$ cat config.mk
export PLATFORM = sky130hd
export DESIGN_NAME = bus_arbiter
export DESIGN_NICKNAME = d
export VERILOG_FILES = /design/src/rtl/bus_arb_pkg.sv /design/src/rtl/bus_arbiter_rr_pick.sv /design/src/rtl/bus_arbiter.sv
export SDC_FILE = /design/constraint.sdc
export NUM_CORES = 1
export LEC_CHECK = 0
export CAP_MARGIN = 0
export CORE_MARGIN = 2
export CORE_UTILIZATION = 30
export CTS_BUF_LIST = sky130_fd_sc_hd__clkbuf_8 sky130_fd_sc_hd__clkbuf_16
export DETAILED_ROUTE_END_ITERATION = 6
export GPL_TIMING_DRIVEN = 0
export MAX_ROUTING_LAYER = met4
export PLACE_DENSITY_LB_ADDON = 0.1
export SYNTH_ARGS = -nofsm -noshare
export SYNTH_HDL_FRONTEND = slang
export SYNTH_SLANG_ARGS = --single-unit
$ cat constraint.sdc
create_clock -name clk -period 3.06 [get_ports clk]
set_clock_uncertainty 0.15 [all_clocks]
set_input_delay 0.459 -clock clk [delete_from_list [all_inputs] [get_ports clk]]
set_output_delay 0.459 -clock clk [all_outputs]
set_load 0.03 [all_outputs]
$ cat src/rtl/bus_arb_pkg.sv
// Shared definitions for the bus arbiter: state encodings, width helper, one-hot helper.
// Optional turnaround cycle is enabled by defining BUS_ARB_TURNAROUND_EN.
package bus_arb_pkg;

    localparam int unsigned BUS_W = 16;
    localparam int unsigned MAX_N = 16;

    localparam logic [1:0] IDLE  = 2'b00;
    localparam logic [1:0] GRANT = 2'b01;
    localparam logic [1:0] TURN  = 2'b10;

    function automatic int unsigned id_w(input int unsigned n);
        return (n <= 2) ? 1 : $clog2(n);
    endfunction

    function automatic logic [MAX_N-1:0] onehot(input logic [3:0] id);
        logic [MAX_N-1:0] v;
        v     = '0;
        v[id] = 1'b1;
        return v;
    endfunction

endpackage

$ cat src/rtl/bus_arbiter_rr_pick.sv
// Combinational rotate-priority encoder: first set req bit at or after ptr, wrapping mod N.
module rr_pick
    import bus_arb_pkg::*;
#(
    parameter int unsigned N    = 4,
    parameter int unsigned ID_W = id_w(N)
) (
    input  logic [N-1:0]    req,
    input  logic [ID_W-1:0] ptr,
    output logic [ID_W-1:0] pick_id,
    output logic            pick_valid
);

    logic [ID_W-1:0] sel;

    always_comb begin
        pick_id    = '0;
        pick_valid = 1'b0;
        sel        = '0;
        for (int unsigned i = 0; i < N; i++) begin
            sel = ID_W'((32'(ptr) + i) % N);
            if (!pick_valid && req[sel]) begin
                pick_valid = 1'b1;
                pick_id    = sel;
            end
        end
    end

endmodule

$ cat src/rtl/bus_arbiter.sv
// Round-robin arbiter producing registered one-hot tri-state enables for a shared bus.
// Define BUS_ARB_TURNAROUND_EN to insert one idle cycle between bus owners.
module bus_arbiter
    import bus_arb_pkg::*;
#(
    parameter int unsigned N        = 4,
    parameter int unsigned MAX_HOLD = 8
) (
    input  logic                 clk,
    input  logic                 rst,
    input  logic [N-1:0]         req,
    output logic [N-1:0]         grant,
    output logic                 owner_valid,
    output logic [id_w(N)-1:0]   owner_id
);

    localparam int unsigned     ID_W     = id_w(N);
    localparam int unsigned     HC_W     = (MAX_HOLD < 2) ? 1 : $clog2(MAX_HOLD + 1);
    localparam logic [HC_W-1:0] HOLD_LIM = HC_W'(MAX_HOLD);

    logic [1:0]      state, state_n;
    logic [ID_W-1:0] ptr, ptr_n, ptr_rel, arb_ptr;
    logic [HC_W-1:0] hold_cnt, hold_n;
    logic [N-1:0]    grant_n, pick_oh;
    logic            owner_valid_n;
    logic [ID_W-1:0] owner_id_n;
    logic [ID_W-1:0] pick_id;
    logic            pick_valid;
    logic            rel, do_take, do_drop;

    assign rel     = (state == GRANT) &&
                     (!req[owner_id] || ((MAX_HOLD != 0) && (hold_cnt == HOLD_LIM)));
    assign ptr_rel = (owner_id == ID_W'(N - 1)) ? '0 : owner_id + ID_W'(1);
    // On a release edge the picker must already see the rotated pointer.
    assign arb_ptr = (state == GRANT) ? ptr_rel : ptr;
    assign pick_oh = N'(onehot(4'(pick_id)));

    rr_pick #(
        .N    (N),
        .ID_W (ID_W)
    ) u_pick (
        .req        (req),
        .ptr        (arb_ptr),
        .pick_id    (pick_id),
        .pick_valid (pick_valid)
    );

    always_comb begin
        state_n       = state;
        ptr_n         = ptr;
        hold_n        = hold_cnt;
        grant_n       = grant;
        owner_valid_n = owner_valid;
        owner_id_n    = owner_id;
        do_take       = 1'b0;
        do_drop       = 1'b0;
        case (state)
            GRANT: begin
                if (rel) begin
                    ptr_n = ptr_rel;
`ifdef BUS_ARB_TURNAROUND_EN
                    state_n = TURN;
                    do_drop = 1'b1;
`else
                    state_n = IDLE;
                    do_take = pick_valid;
                    do_drop = !pick_valid;
`endif
                end else if ((MAX_HOLD != 0) && (hold_cnt != HOLD_LIM)) begin
                    hold_n = hold_cnt + HC_W'(1);
                end
            end
            default: begin
                state_n = IDLE;
                do_take = pick_valid;
                do_drop = !pick_valid;
            end
        endcase
        if (do_take) begin
            state_n       = GRANT;
            grant_n       = pick_oh;
            owner_valid_n = 1'b1;
            owner_id_n    = pick_id;
            hold_n        = HC_W'(1);
        end else if (do_drop) begin
            grant_n       = '0;
            owner_valid_n = 1'b0;
            owner_id_n    = '0;
            hold_n        = '0;
        end
    end

    always_ff @(posedge clk) begin
        if (rst) begin
            state       <= IDLE;
            ptr         <= '0;
            hold_cnt    <= '0;
            grant       <= '0;
            owner_valid <= 1'b0;
            owner_id    <= '0;
        end else begin
            state       <= state_n;
            ptr         <= ptr_n;
            hold_cnt    <= hold_n;
            grant       <= grant_n;
            owner_valid <= owner_valid_n;
            owner_id    <= owner_id_n;
        end
    end

endmodule

---- After elaboration in Yosys (flattened, before gate mapping) ----
Index checks and enable logic that the tools add are counted.
word-level totals
  bits in latches ......................... 0
  input bits .............................. 6
  RAM bits ................................ 0
  word-level logic and storage cells ...... 83
  output and inout port bits .............. 7
  ROM bits ................................ 0
  memories ................................ 0
  flip-flop bits (word level) ............. 14
cells by class
  add/sub/neg operators ................... 5
  order comparisons ....................... 7
  muxes and demuxes ....................... 40
  multipliers ............................. 0
  bitwise logic cells ..................... 1
  divide/modulo/power cells ............... 0
  reduce and logical (&&, ||, !) cells .... 18
  equality and inequality tests ........... 5
  shift operators ......................... 0
operators with widths
  operator                                                                             count
  1-bit 2-to-1 mux                                                                     24
  2-bit 2-to-1 mux                                                                     8
  2-bit by 3-bit < comparator with 1-bit output, second input constant                 5
  1-bit binary-select mux with 2-bit select                                            5
  4-bit 2-to-1 mux                                                                     2
  3-bit AND reduction                                                                  2
  3-bit nonzero test                                                                   2
  1-bit logical AND                                                                    5
  1-bit logical NOT                                                                    5
  2-bit by 5-bit < comparator with 1-bit output, second input constant                 1
  2-bit by 1-bit adder with 2-bit output, second input constant                        2
  2-bit adder, second input constant                                                   2
  4-bit by 1-bit adder with 4-bit output, second input constant                        1
  4-bit equality test, second input constant                                           1
  4-bit inequality test, second input constant                                         1
  3-bit by 1-bit inequality test with 1-bit output, second input constant              1
  3-bit inequality test, second input constant                                         1
  3-bit OR reduction                                                                   1
  1-bit demux with 2-bit select                                                        1
  2-bit equality test, second input constant                                           1
  2-bit by 1-bit greater-or-equal comparator with 1-bit output, second input constant  1
  2-bit AND reduction                                                                  1
  2-bit nonzero test                                                                   1
  1-bit logical OR                                                                     1
  1-bit inverter                                                                       1

---- Logic depth before layout (Yosys ltp) ----
  depth in word-level cells ............... 20
  mapped depth ............................ 8
  mapped depth without buffers ............ 7

---- Cells and area by module ----
Synthesis repeated with hierarchy kept, for this count alone.
second synthesis, totals
  cell total of the unflattened synthesis .. 85
  area, all modules ....................... 779.5 um^2
by module, submodules not included
  module       times used  area each (um^2)  cells an instance  seq. area each (um^2)
  bus_arbiter  1           701.9             70                 280.3
  rr_pick      1           77.6              15                 0.0

---- Worst setup path after synthesis ----
Ideal clock, no wire load.
  path type ............................... register to register
  from .................................... reg owner_id[0]
  to ...................................... reg grant[3]
  setup slack ............................. 0.807 ns
  arrival time ............................ 2.007 ns
  library setup time ...................... 0.096 ns
  path buffers ............................ 0
  cell stages (with the launch flop) ...... 7
  data required time ...................... 2.814 ns
  clock period less this slack ............ 2.253 ns
  cell sequence ........................... dfxtp_1 -> ha_1 -> mux2i_1 -> nor2_1 -> o21a_1 -> or2_1 -> o41ai_2
on the way
  longest elaborated chain between the ends .. 20
  elaborated cells on any way between the ends .. 46
  classes of those cells .................. add/sub (4); order compare (2); eq/ne (1); mux (27); reduce/logical (12)
ends and longest elaborated chain
  what                                                                                                    RTL line            source
  start, declared                                                                                         bus_arbiter.sv:14   output logic [id_w(N)-1:0] owner_id
  start signal, assigned                                                                                  bus_arbiter.sv:107  owner_id <= owner_id_n;
  2-bit by 1-bit adder with 2-bit output or 2-bit equality test (tied branches)                           bus_arbiter.sv:33   assign ptr_rel = (owner_id == ID_W'(N - 1)) ? '0 : owner_id + ID_W'(1);
  2-bit 2-to-1 mux (*)                                                                                    bus_arbiter.sv:33
  net ptr_rel[1]                                                                                          bus_arbiter.sv:22   logic [ID_W-1:0] ptr, ptr_n, ptr_rel, arb_ptr;
  2-bit 2-to-1 mux (*)                                                                                    bus_arbiter.sv:35   assign arb_ptr = (state == GRANT) ? ptr_rel : ptr;
  parallel branches: the longest is 17 deep, another holds 2-bit by 5-bit < comparator with 1-bit output  n/a
  end signal, assigned                                                                                    bus_arbiter.sv:105  grant <= grant_n;
  end, declared                                                                                           bus_arbiter.sv:12   output logic [N-1:0] grant,
Mark *: on every way through the listed nets, which the timed path passes. The select of a mux whose other input is x is not followed.
A chain may end at the register's enable or synchronous reset.

---- Worst setup path after layout ----
Same ends and word-level chain as after synthesis.

==> reports/results.tsv <==
metric	value	unit
switching share of power	30.23	%
total routed wirelength	1654	um
worst slew pin tran	0.6351	ns
critical path class	flop to flop	
cells on worst reg2reg path	6	
Detail Route Antenna Nets	0	
NetSw	0.1497	mW
worst min path class	flop to flop	
Startpoint Class	flop	
register area	280.3	sq um
flop2flop setup slack	0.67	ns
row cnt	18	
core box area	2410	sq um
power share of the clock group	29.9	%
Final Slew Violations	0	
final setup vio count	0	
CTS clk-pin slew, worst paths	0.06	ns
root buffer cell	clkbuf_8	
CTS max path bufs	2	
die area	2900	sq um
Die H	53.86	um
Remaining DRCs	0	
Static Leak	0.3644	nW
vias	677	
CTS Buf Count	3	
clock latency on the worst-skew pair	0.24	ns
Post-synth EDFFs	0	
synthesized cell area	745.7	sq um
area of the multi-input gates	441.7	sq um
Crit path required time	3.06	ns
Main synth FF type	dfxtp_1	
post-layout min period	2.388	ns
CTS tree	built	
Fin Setup TNS	0	ns
gate count of the mapped netlist	85	
share of the synthesized area in the top cell type	37.58	%
1st-iter DRT viols	10	
final worst setup slack	0.6717	ns
post-synthesis net count	94	
worst ir drop on vdd	0.3398	mV
vias in the first global route	595	
Max FO, Critical Path	8	
status	finished clean	
RSZ-0062 raised after global routing	false	
post-synthesis cell type count	36	
Cell Int Power	0.3456	mW
Avg Cell Area, Syn	8.773	sq um
Synth area leaders	dfxtp_1 38%, ha_1 5.0%, nor2_1 4.5%, mux2i_1 4.0%, mux4_2 3.0%	
H-tree Lvls	1	
fmax	418.7	MHz
n_diodes	0	
post-DR vias/cell	5.208	
DRT Pass-1 Iters	4	
largest net degree at the start of global routing	11	
Synth area leader	dfxtp_1	
setup repair bufs after CTS	0	
top-count cell post-synth	dfxtp_1	
WP data arrival	2.39	ns
PwrDens	524.3	nW/um^2
Post-synth top cells	14 x dfxtp_1, 9 x nor2_1, 6 x nand2_1	
Post-Layout Cell Count	130	
share of cells above drive strength 1	9.000	%
port bufs	12	
Sink Count	14	
routability cong.	0.7769	
post-DP HPWL	1231	um
Synthesis Warnings	0	
fillers	249	
Reg power frac	42.4	%
Final Core Density	39.20	%
Seq cells post-synth	14	
post-CTS sizing	0	
Gate power share	27.6	%
Final Cycle Share	78.05	%
IO Pins	13	
dpl cells	127	
synth-to-layout area growth	26.68	%
die width	53.86	um
initial antenna violation count	0	
cell depth of the worst hold path	2	
WL/cell	12.72	um
Initial Utilization	30.94	%
register area share after synthesis	37.58	%
Overflow after GRT	0	
Max Cap Viol	0	
crit path capture type	flop	
Hold WS	0.2959	ns
pre-CTS setup slack	0.5125	ns
endpoints failing hold	0	
first-pass GRT wire length	2663	um
FFs w/ async S/R, synth	0	%
hold bufs inserted after CTS	0	
Worst slew margin	57.50	%
gr usage total	13.52	%
post-layout net count	111	
[power by group through the flow]
stage               Clock (mW)  Combinational, mW  Sequential, mW
CTS                      0.153              0.138           0.211
global placement             0              0.138           0.214
global route             0.158              0.149           0.213
finish                   0.148              0.137           0.210
detailed placement           0              0.137           0.215
floorplan                    0             0.0751           0.229
[worst max-delay path, cell delays in order, from the launching register on]
cell and delay [ns]:
dfxtp_1 0.49, ha_1 0.30, mux2i_1 0.49, nor2_1 0.12, o21a_1 0.21, or2_1 0.26
o41ai_2 0.27
[layout make-up]
cell class	count	share of cell area (%)
Tap cell	30	3.974
Multi-Input combinational cell	65	46.76
Inverter	4	1.589
Clock buffer	3	4.371
Timing Repair Buffer	12	12.72
Buffer	2	0.9272
Sequential cell	14	29.67
[routing by layer]
metal | track usage (%) | routed length (um)
met1 | 17.06 | 781
met2 | 20.33 | 754
met3 | 3.056 | 97
met4 | 6.410 | 21
met5 | - | 0
[cells in the final DEF, fill, tap and decap left out, drive strengths merged, types with 2 or more instances in the layout]
| cell | n |
|---|---|
| dfxtp | 14 |
| mux2i | 3 |
| ha | 3 |
| nand2 | 6 |
| a21oi | 4 |
| nor3b | 2 |
| nand3 | 4 |
| clkbuf | 4 |
| inv | 4 |
| o21ai | 5 |
| or2 | 2 |
| clkdlybuf4s50 | 12 |
| nor3 | 3 |
| nand3b | 3 |
| nor2 | 9 |
| a21o | 2 |
| o31ai | 2 |
[worst paths after layout]
path | end | from
hold reg to reg | grant[1]$_SDFFE_PP0P_ | grant[1]$_SDFFE_PP0P_
setup / recovery | grant[3]$_SDFFE_PP0P_ | owner_id[0]$_SDFFE_PP0P_
hold / removal | grant[1]$_SDFFE_PP0P_ | grant[1]$_SDFFE_PP0P_
setup reg to reg | grant[3]$_SDFFE_PP0P_ | owner_id[0]$_SDFFE_PP0P_
[metrics by stage]
| stage | area (sq um) | power, mW |
|---|---|---|
| floorplan | 745.7 | 0.3042 |
| global placement | 903.4 | 0.3519 |
| detailed placement | 903.4 | 0.3516 |
| CTS | 944.7 | 0.5017 |
| global route | 944.7 | 0.5205 |
| finish | 944.7 | 0.4953 |
[registers in the layout (all words and copies together) (netlist names)]
signal       count
hold_cnt         4
owner_id         2
state            1
grant            4
ptr              2
owner_valid      1
[cell families after synthesis]
logic type      after synthesis  share of synthesized area, %
flops                        14                         37.58
fa+ha+maj                     3                         5.034
xor+xnor                      2                         2.349
buf+inv                       6                         3.186
simple gates                 35                         25.50
compound gates               21                         19.30
mux                           4                         7.047
No activity file was read; power rests on OpenSTA's default activity.
